[src/rtl/irq_pkg.sv]
// Shared constants for the interrupt register and its controller-side feeder:
// register bit layout, source ID codes and the feeder FSM encoding.
package irq_pkg;

  localparam int unsigned REG_W   = 16;
  localparam int unsigned SRC_W   = 3;
  localparam int unsigned ID_W    = 2;
  localparam int unsigned STATE_W = 2;

  localparam int unsigned ONOFF       = 15;
  localparam int unsigned IE_STATUS   = 6;
  localparam int unsigned IE_TRA      = 5;
  localparam int unsigned IE_REC      = 4;
  localparam int unsigned FLAG_STATUS = 2;
  localparam int unsigned FLAG_TRA    = 1;
  localparam int unsigned FLAG_REC    = 0;

  localparam logic [ID_W-1:0] ID_NONE   = 2'b00;
  localparam logic [ID_W-1:0] ID_REC    = 2'b01;
  localparam logic [ID_W-1:0] ID_TRA    = 2'b10;
  localparam logic [ID_W-1:0] ID_STATUS = 2'b11;

  localparam logic [STATE_W-1:0] ST_IDLE = 2'b00;
  localparam logic [STATE_W-1:0] ST_XFER = 2'b01;
  localparam logic [STATE_W-1:0] ST_GAP  = 2'b10;

  // One bit per interrupt source, ordered as in the register word.
  typedef struct packed {
    logic status;
    logic tra;
    logic rec;
  } irq_src_t;

endpackage

[src/rtl/irq_prio_enc.sv]
// Combinational priority encoder: status > transmit > receive > none.
module irq_prio_enc
  import irq_pkg::*;
(
  input  logic [SRC_W-1:0] act,
  output logic [ID_W-1:0]  id_c
);

  irq_src_t src;

  assign src = irq_src_t'(act);

  always_comb begin
    id_c = ID_NONE;
    if (src.status)   id_c = ID_STATUS;
    else if (src.tra) id_c = ID_TRA;
    else if (src.rec) id_c = ID_REC;
  end

endmodule

[src/rtl/irq_event_feeder.sv]
// Buffers CAN controller event pulses, forwards them into the interrupt register
// through a one-cycle transfer slot, and derives the CPU interrupt line from it.
module irq_event_feeder
  import irq_pkg::*;
#(
  parameter int unsigned ONOFF_BIT = 15,
  parameter int unsigned IE_LSB    = 4,
  parameter int unsigned FLAG_LSB  = 0
) (
  input  logic        clk,
  input  logic        rst,
  input  logic        evt_status,
  input  logic        evt_suctra,
  input  logic        evt_sucrec,
  input  logic [15:0] register_in,
  input  logic        ovr_clr,
  output logic        can,
  output logic        irqstatusc,
  output logic        irqsuctrac,
  output logic        irqsucrecc,
  output logic        irq_n,
  output logic [1:0]  irq_id,
  output logic [2:0]  ovr
);

  logic [STATE_W-1:0] state;
  logic [STATE_W-1:0] state_nxt;
  logic [SRC_W-1:0]   evt;
  logic [SRC_W-1:0]   pending;
  logic [SRC_W-1:0]   pending_nxt;
  logic [SRC_W-1:0]   flag;
  logic [SRC_W-1:0]   ie;
  logic [SRC_W-1:0]   act;
  logic [ID_W-1:0]    id_c;
  logic               onoff;

  assign evt   = {evt_status, evt_suctra, evt_sucrec};
  assign flag  = register_in[FLAG_LSB +: SRC_W];
  assign ie    = register_in[IE_LSB +: SRC_W];
  assign onoff = register_in[ONOFF_BIT];
  assign act   = ie & flag;

  // Events landing during XFER start a fresh pending set for the next slot.
  assign pending_nxt = ((state == ST_XFER) ? SRC_W'(0) : pending) | evt;

  irq_prio_enc u_prio (
    .act  (act),
    .id_c (id_c)
  );

  always_ff @(posedge clk) begin
    if (!rst) state <= ST_IDLE;
    else      state <= state_nxt;
  end

  // XFER is always followed by GAP so the CPU keeps a write slot.
  always_comb begin
    state_nxt  = state;
    can        = 1'b0;
    irqstatusc = 1'b0;
    irqsuctrac = 1'b0;
    irqsucrecc = 1'b0;
    case (state)
      ST_IDLE: if (pending_nxt != SRC_W'(0)) state_nxt = ST_XFER;
      ST_XFER: begin
        state_nxt = ST_GAP;
        can       = 1'b1;
        {irqstatusc, irqsuctrac, irqsucrecc} = pending;
      end
      ST_GAP:  state_nxt = (pending_nxt != SRC_W'(0)) ? ST_XFER : ST_IDLE;
      default: state_nxt = ST_IDLE;
    endcase
  end

  // Overflow marks an event merged into a flag or pending bit not yet serviced.
  always_ff @(posedge clk) begin
    if (!rst) begin
      pending <= '0;
      ovr     <= '0;
      irq_n   <= 1'b1;
      irq_id  <= ID_NONE;
    end else begin
      pending <= pending_nxt;
      ovr     <= (ovr_clr ? SRC_W'(0) : ovr) | (evt & (flag | pending));
      irq_n   <= ~(onoff & (|act));
      irq_id  <= onoff ? id_c : ID_NONE;
    end
  end

endmodule

[config.mk]
export PLATFORM = sky130hd
export DESIGN_NAME = irq_event_feeder
export DESIGN_NICKNAME = d
export VERILOG_FILES = /design/src/rtl/irq_pkg.sv /design/src/rtl/irq_prio_enc.sv /design/src/rtl/irq_event_feeder.sv
export SDC_FILE = /design/constraint.sdc
export NUM_CORES = 1
export LEC_CHECK = 0
export BUFFER_PORTS_ARGS = -buffer_cell sky130_fd_sc_hd__buf_2
export CAP_MARGIN = 20
export CORE_AREA = 3 3 40 42
export DETAILED_ROUTE_END_ITERATION = 10
export DIE_AREA = 0 0 43 45
export PLACE_DENSITY = 0.67
export SETUP_SLACK_MARGIN = 0.5
export SLEW_MARGIN = 20
export SYNTH_ARGS = -nofsm -noshare
export SYNTH_HDL_FRONTEND = slang
export SYNTH_SLANG_ARGS = --single-unit
[constraint.sdc]
create_clock -name clk -period 1 [get_ports clk]
set_input_delay 0.05 -clock clk [delete_from_list [all_inputs] [get_ports clk]]
set_output_delay 0.05 -clock clk [all_outputs]
set_load 0.02 [all_outputs]
# Yosys cells after proc, flatten, opt, wreduce, memory -nomap -nowiden
# Cells that the tools add are included.
dict set report word_totals {
  out_inout_bits 10
  word_cells 31
  ff_bits 11
}
dict set report classes {
  eq_ne 3
  bitwise_logic 7
  n_reduce_logical 4
  mux 12
}
# cell n
set ops {}
lappend ops {{$or A3 B3 Y3} 3}
lappend ops {{$and A3 B3 Y3} 2}
lappend ops {{$mux W1} 6}
lappend ops {{$mux W2} 3}
lappend ops {{$mux W3} 2}
lappend ops {{$pmux W2 S3} 1}
lappend ops {{$reduce_bool A3 Y1} 1}
lappend ops {{$reduce_or A3 Y1} 1}
lappend ops {{$eq A2 B1 Y1 const B} 1}
lappend ops {{$eq A2 B2 Y1 const B} 1}
lappend ops {{$logic_not A2 Y1} 1}
lappend ops {{$ne A2 B2 Y1 const B} 1}
lappend ops {{$reduce_and A2 Y1} 1}
lappend ops {{$and A1 B1 Y1} 1}
lappend ops {{$not A1 Y1} 1}

# Logic depth before layout (Yosys ltp)
# Gate-level depths: netlist of run 1.
dict set report logic_depth {
  depth_word 6
  ltp_mapped 3
}

# By module
# A second synthesis of run 1 with hierarchy kept.
dict set report hier_totals {
  cells_unflattened 45
  area_unflattened_um2 431.7
}
# mod instances area_each_um2 seq_area_each_um2 cells_each
set modules_own_cells {}
lappend modules_own_cells {irq_event_feeder 1 414.1 220.2 42}
lappend modules_own_cells {irq_prio_enc 1 17.5 0.0 3}

# Worst setup path before layout of run 1
# OpenSTA, ideal clock, no wires.
dict set report synth_timing {
  path_kind {reg-to-reg}
  from {register pending[1]}
  to {register state[0]}
  stages_incl_launch_ff 4
  path_slack_ns -0.105
  t_arrival_ns 0.985
  t_required_ns 0.880
  path_buffers 0
  cell_sequence {dfxtp_1 or4_1 nor3_1 nor3b_1}
}
dict set report synth_between {
  elab_chain_cells 5
}
# item line_no
set synth_rtl {}
lappend synth_rtl {{start, declared} irq_event_feeder.sv:29} ;# logic [SRC_W-1:0] pending;
lappend synth_rtl {{start signal, assigned} irq_event_feeder.sv:83} ;# pending <= pending_nxt;
lappend synth_rtl {{$mux W3 *} irq_event_feeder.sv:44} ;# assign pending_nxt = ((state == ST_XFER) ? SRC_W'(0) : pending) | evt;
lappend synth_rtl {{$or A3 B3 Y3 *} irq_event_feeder.sv:44}
lappend synth_rtl {{$reduce_bool A3 Y1 *} {irq_event_feeder.sv:64, irq_event_feeder.sv:70}}
lappend synth_rtl {{$mux W1} irq_event_feeder.sv:70} ;# ST_GAP: state_nxt = (pending_nxt != SRC_W'(0)) ? ST_XFER : ST_IDLE;
lappend synth_rtl {{$pmux W2 S3} irq_event_feeder.sv:63} ;# case (state)
lappend synth_rtl {{end signal, assigned} irq_event_feeder.sv:53} ;# else state <= state_nxt;
lappend synth_rtl {{end, declared} irq_event_feeder.sv:26} ;# logic [STATE_W-1:0] state;
# Mark *: on every way between the ends. The rest lies on a longest branch, timed or not.
# A chain may end at the register's enable or synchronous reset.

# Worst setup path in the final report of run 1
dict set report layout_timing {
  from {register pending[2]}
  to {register state[0]}
}
# The elaborated chain is that of the path after synthesis.

==> results.cfg, run 1 <==
[global_routing]
grt_max_degree = 11
grt_remaining_overflow = 0
antenna_found_initial = 0
grt_pass1_vias = 398
grt_pass1_wl_um = 1730
grt_use_total_pct = 12.2

[timing]
setup_viol_count_final = 4
slew_headroom_pct = 89.4
period_share_pct = 109
setup_slack_ps = -94.2
post-route-min-period_ps = 1090
fmax_mhz = 914
tightest_slew_ps = 158
timing.hold.ws_ps = 7.73
rsz0062_at_grt = yes
finalHoldViolCount = 0
drv_slew = 0
fin_worst_skew_ps = 6.17
fin_setup_tns_ps = -293

[routing]
wl_per_cell_um = 11.5
ant_nets = 0
drc = 0
vias_per_cell = 4.54
drt-total-wl_um = 1070
dr.pass1.iters = 4
num_vias = 422
drt-initial-drc-count = 3

[placement]
port-buffer-count = 22
place_hpwl_um = 756
gp_congestion = 0.686
placed_area_um2 = 587

[logic_synthesis]
ys_types = 15
synth_commonest_cells = 11 x dfxtp_1, 5 x a21oi_1, 4 x nand2b_1
synth-async-reset-ratio_pct = 0
ys_ff_latch = 11
seq_area_frac_synth_pct = 54.8
ys.flop_type = dfxtp_1
yosysTopAreaCellShare_pct = 54.8
synth_top_cell_by_area = dfxtp_1
synth_area_per_cell_um2 = 9.56
yosysWarnings = 0
synthCells = 42
synth_edf_count = 0
synth_area_leaders = dfxtp_1 55%, a21oi_1 6.2%, nand2b_1 6.2%
post-synth-top-count-cell = dfxtp_1
syn_area_um2 = 402
synth_fp_nets = 64

[critical_path]
path_class = reg -> reg
startpoint_type = register
critPathMaxFanout = 2
end_kind = register
crit_arrival_ps = 1250
required_ps = 1160

[cts]
clkLatencyLatePin_ps = 260
clkTransAtPathRegs_ps = 70
cts.path.max_buffers = 2
clock-sinks = 11
cts_hold_buffers = 0
cts_made_buffers = 3
cts_max_level = 1
cts_tree = yes
cts-root-buf = clkbuf_4

[die]
dieHeight_um = 45
die_x_um = 43
pin_count = 32
rows = 13
core-area_um2 = 1280
die_area_um2 = 1940
start_util_pct = 31.3

[final_layout]
area_delta_synth_final_pct = 96.0
nFillCells = 110
antenna_cells = 0
final_layout_size_suffix_gt1_share_pct = 74.4
final_area_um2 = 787
num-nets-final = 101

[power]
p_leak_uw = 0.000350
ir_worst_vdd_v = 0.000630
p_per_area_nw_per_um2 = 1330

[run]
max_cap_viol_count = 0

[min_path]
hp-class = in -> reg

[run_status]
run_status = finished with violations
failed_checks = negative setup slack
[kinds of logic after synthesis]
kind of cell	Yosys count	share of synthesized area, %
flops	11	54.8
buf+inv	1	0.934
compound gates	12	17.8
simple gates	18	26.5
[worst paths after layout]
| kind | depth (start not counted) | slack (ps) | from | to |
|---|---|---|---|---|
| worst min register to register | 1 | 450 | state[0] | state[0] |
| worst max-delay path | 3 | -90 | pending[2] | state[0] |
| worst max register to register | 3 | -90 | pending[2] | state[0] |
| worst min-delay path | 2 | 8 | register_in[4] | irq_n |
[sequential cells by signal, summed over array words and instances (netlist names)]
register / flops
irq_id: 2
ovr: 3
pending: 3
irq_n: 1
state: 2
[layer usage]
layer  share of wire, %  GRT usage, %  vias to the layer above
li1                   -             -                      218
met3                5.8          1.59                        2
met4                1.5          9.04                        0
met5                  0             0                        -
met1                 41          16.1                      189
met2                 52          18.3                       13
[timing repair]
action	4_1_cts	5_1_grt
pin swaps	6	4
resized for setup	40	4
buffers inserted	2	4
endpoints found under the setup margin	18	18
[power breakdown]
| group | switching, uW | internal (uW) | total (uW) |
|---|---|---|---|
| logic | 113 | 148 | 261 |
| registers | 19.3 | 468 | 488 |
| clock network | 141 | 154 | 295 |
| total | 274 | 770 | 1040 |
[worst max-delay path, stage by stage (launching register included)]
cell	delay [ps]
dfxtp_1	310
or4_4	490
nor3_4	120
nor3b_1	60
[through the flow]
step	setup WS (ps)	power, uW	std cells	util, %
global placement	-91.7	658	83	45.7
finish	-94.2	1040	93	61.2
CTS	-76.3	1030	89	57.6
floorplan	-96.5	581	42	-
global route	-138	1090	93	61.2
detailed placement	-119	661	83	45.7
[placed cells by master, fill, tap and decap left out, types with 2 or more instances in the layout]
master,netlist,layout
and2_4,0,4
dfxtp_2,0,6
dfxtp_1,11,2
buf_4,0,6
nor2b_1,3,3
a21boi_1,0,3
nand2_1,3,3
clkbuf_4,0,3
dfxtp_4,0,3
buf_2,0,12
a21oi_2,0,3
nand2b_1,4,3
o21ai_2,0,3
a21oi_1,5,2
buf_6,0,14
[area by class of cell]
| cell class | count | area [um2] | share of cell area (%) |
|---|---|---|---|
| clock buffers | 4 | 26.3 | 3.34 |
| inverters | 1 | 8.76 | 1.11 |
| well taps | 15 | 18.8 | 2.38 |
| multi-input cells | 30 | 231 | 29.4 |
| flip-flops and latches | 11 | 239 | 30.4 |
| repair buffers | 32 | 263 | 33.4 |
(Power assumes the default switching activity.)
==> run 2, diff against run 1 <==
CTS_BUF_LIST = sky130_fd_sc_hd__clkbuf_4 sky130_fd_sc_hd__clkbuf_8   (was unset)
==> run 2 against run 1 <==
  * The flow still finishes with violations (negative setup slack)
  * Register-to-register slack barely moved
  * Total power rose by 2.8%
  * Clock power rose by 9.5%
  * Clock skew fell by 0.90 ps
  * Count of clock-buffer cells in the layout did not move
  * Global-route usage fell by 0.17 points
  * Sequential share of layout area fell by 0.14 points
  * Combinational power barely moved
  * Cell area rose by 0.48%
  * Hold slack got worse by 0.87 ps
  * Utilization rose by 0.29 points
  * First-iteration DRC count rose by 33%
  * Critical endpoint unchanged
==> results.cfg, run 2 (synthesized netlist as in run 1, its figures left out) <==
[timing]
finalHoldViolCount = 0
setup_slack_ps = -95.5
post-route-min-period_ps = 1100
slew_headroom_pct = 89.4
setup_viol_count_final = 4
period_share_pct = 110
tightest_slew_ps = 158
rsz0062_at_grt = yes
drv_slew = 0
fin_worst_skew_ps = 5.27
fin_setup_tns_ps = -310
fmax_mhz = 913

[routing]
drc = 0
vias_per_cell = 4.58
drt-initial-drc-count = 4
dr.pass1.iters = 4
ant_nets = 0
num_vias = 426
wl_per_cell_um = 11.8
drt-total-wl_um = 1100

[power]
p_per_area_nw_per_um2 = 1360
p_leak_uw = 0.000354
p_seq_share_pct = 45.5
ir_worst_vdd_v = 0.000625
p_sw_share_pct = 25.7
internal_power_uw = 797
p_switching_uw = 276
clkPwrFrac_pct = 30.1
p_comb_share_pct = 24.4

[die]
start_util_pct = 31.3
rows = 13
core-area_um2 = 1280
pin_count = 32
die_area_um2 = 1940
die_x_um = 43
dieHeight_um = 45

[global_routing]
grt_use_total_pct = 12.0
grt_remaining_overflow = 0
grt_pass1_wl_um = 1710
grt_pass1_vias = 394
antenna_found_initial = 0
grt_max_degree = 11

[final_layout]
final_layout_size_suffix_gt1_share_pct = 75.6
final_cell_mix = 14 x buf_6, 12 x buf_2, 6 x dfxtp_2, 6 x buf_4
layout_commonest_cell = buf_6
antenna_cells = 0
reg_top3 = ovr: 3 flops, pending: 3 flops
area_delta_synth_final_pct = 96.9
num-nets-final = 101

[placement]
dp_slack_ps = -119
port-buffer-count = 22
gp_congestion = 0.686
place_hpwl_um = 756

[min_path]
worstHoldPathCells = 2
hp-class = in -> reg

[cts]
clkLatencyLatePin_ps = 260
cts_tree = yes
cts-root-buf = clkbuf_4
cts_made_buffers = 3
clock-sinks = 11
cts.path.max_buffers = 2
cts_max_level = 1
clkTransAtPathRegs_ps = 70
cts_hold_buffers = 0

[critical_path]
required_ps = 1160
r2r_start = pending[2]
startpoint_type = register
end_kind = register
rrSetupSlack_ps = -100
critPathMaxFanout = 2
reg2regPathDepth = 3
crit_arrival_ps = 1250
path_class = reg -> reg
startpoint = pending[2]
crit_end = state[0]
worstReg2RegEnd = state[0]

[run_status]
failed_checks = negative setup slack
run_status = finished with violations

[run]
max_cap_viol_count = 0
-- run 2: cell counts in the layout (fill, tap and decap cells not counted) --
No cell type changed its count.
-- run 2: final cells by class --
| type | count | area (um2) |
|---|---|---|
| timing repair buffer | 32 | 263 |
| clock buffer | 4 | 30.0 |
| multi-input combinational | 30 | 231 |
| tap | 15 | 18.8 |
| fill | 109 | 494 |
| inverter | 1 | 8.76 |
| sequential | 11 | 239 |
-- run 2: through the flow --
step / util [%] / power [uW] / hold slack [ps] / std cells / cell area (um2)
3_5_place_dp: 45.7 / 661 / 289 / 83 / 587
4_1_cts: 57.9 / 1050 / 1.85 / 89 / 744
3_3_place_gp: 45.7 / 658 / 287 / 83 / 587
2_1_floorplan: - / 581 / 177 / 42 / 428
6_report: 61.5 / 1070 / 6.85 / 93 / 791
5_1_grt: 61.5 / 1120 / 5.60 / 93 / 791
-- run 2: how the worst min path moves through the flow --
stage                   startpoint  slack (ps)  endpoint
floorplan           register_in[4]         180     irq_n
global placement    register_in[4]         290     irq_n
detailed placement  register_in[4]         290     irq_n
CTS                 register_in[4]           2     irq_n
global route        register_in[4]           6     irq_n
finish              register_in[4]           7     irq_n
-- run 2: power by group through the flow --
| stage | combinational (uW) | sequential [uW] | clock, uW |
|---|---|---|---|
| after CTS | 233 | 489 | 332 |
| after floorplan | 71.5 | 509 | 0 |
| after detailed placement | 170 | 491 | 0 |
| after global placement | 168 | 490 | 0 |
| final | 262 | 488 | 323 |
| after global routing | 283 | 491 | 349 |
-- run 2: what timing repair did --
action | CTS | global route
resized for setup | 40 | 4
setup endpoints to repair | 18 | 18
pin swaps | 6 | 4
cloned | 0 | 0
buffers inserted | 2 | 4
-- run 2: worst max-delay path, stage by stage, from the launching register on --
cell	delay (ps)
dfxtp_1	320
or4_4	490
nor3_4	120
nor3b_1	60
-- run 2: per-layer routing --
metal	wire, um	vias up	global-route usage, %
met1	439	193	16.1
met3	62	2	1.59
met5	0	-	0
met2	581	13	17.7
met4	16	0	9.04
li1	-	218	-
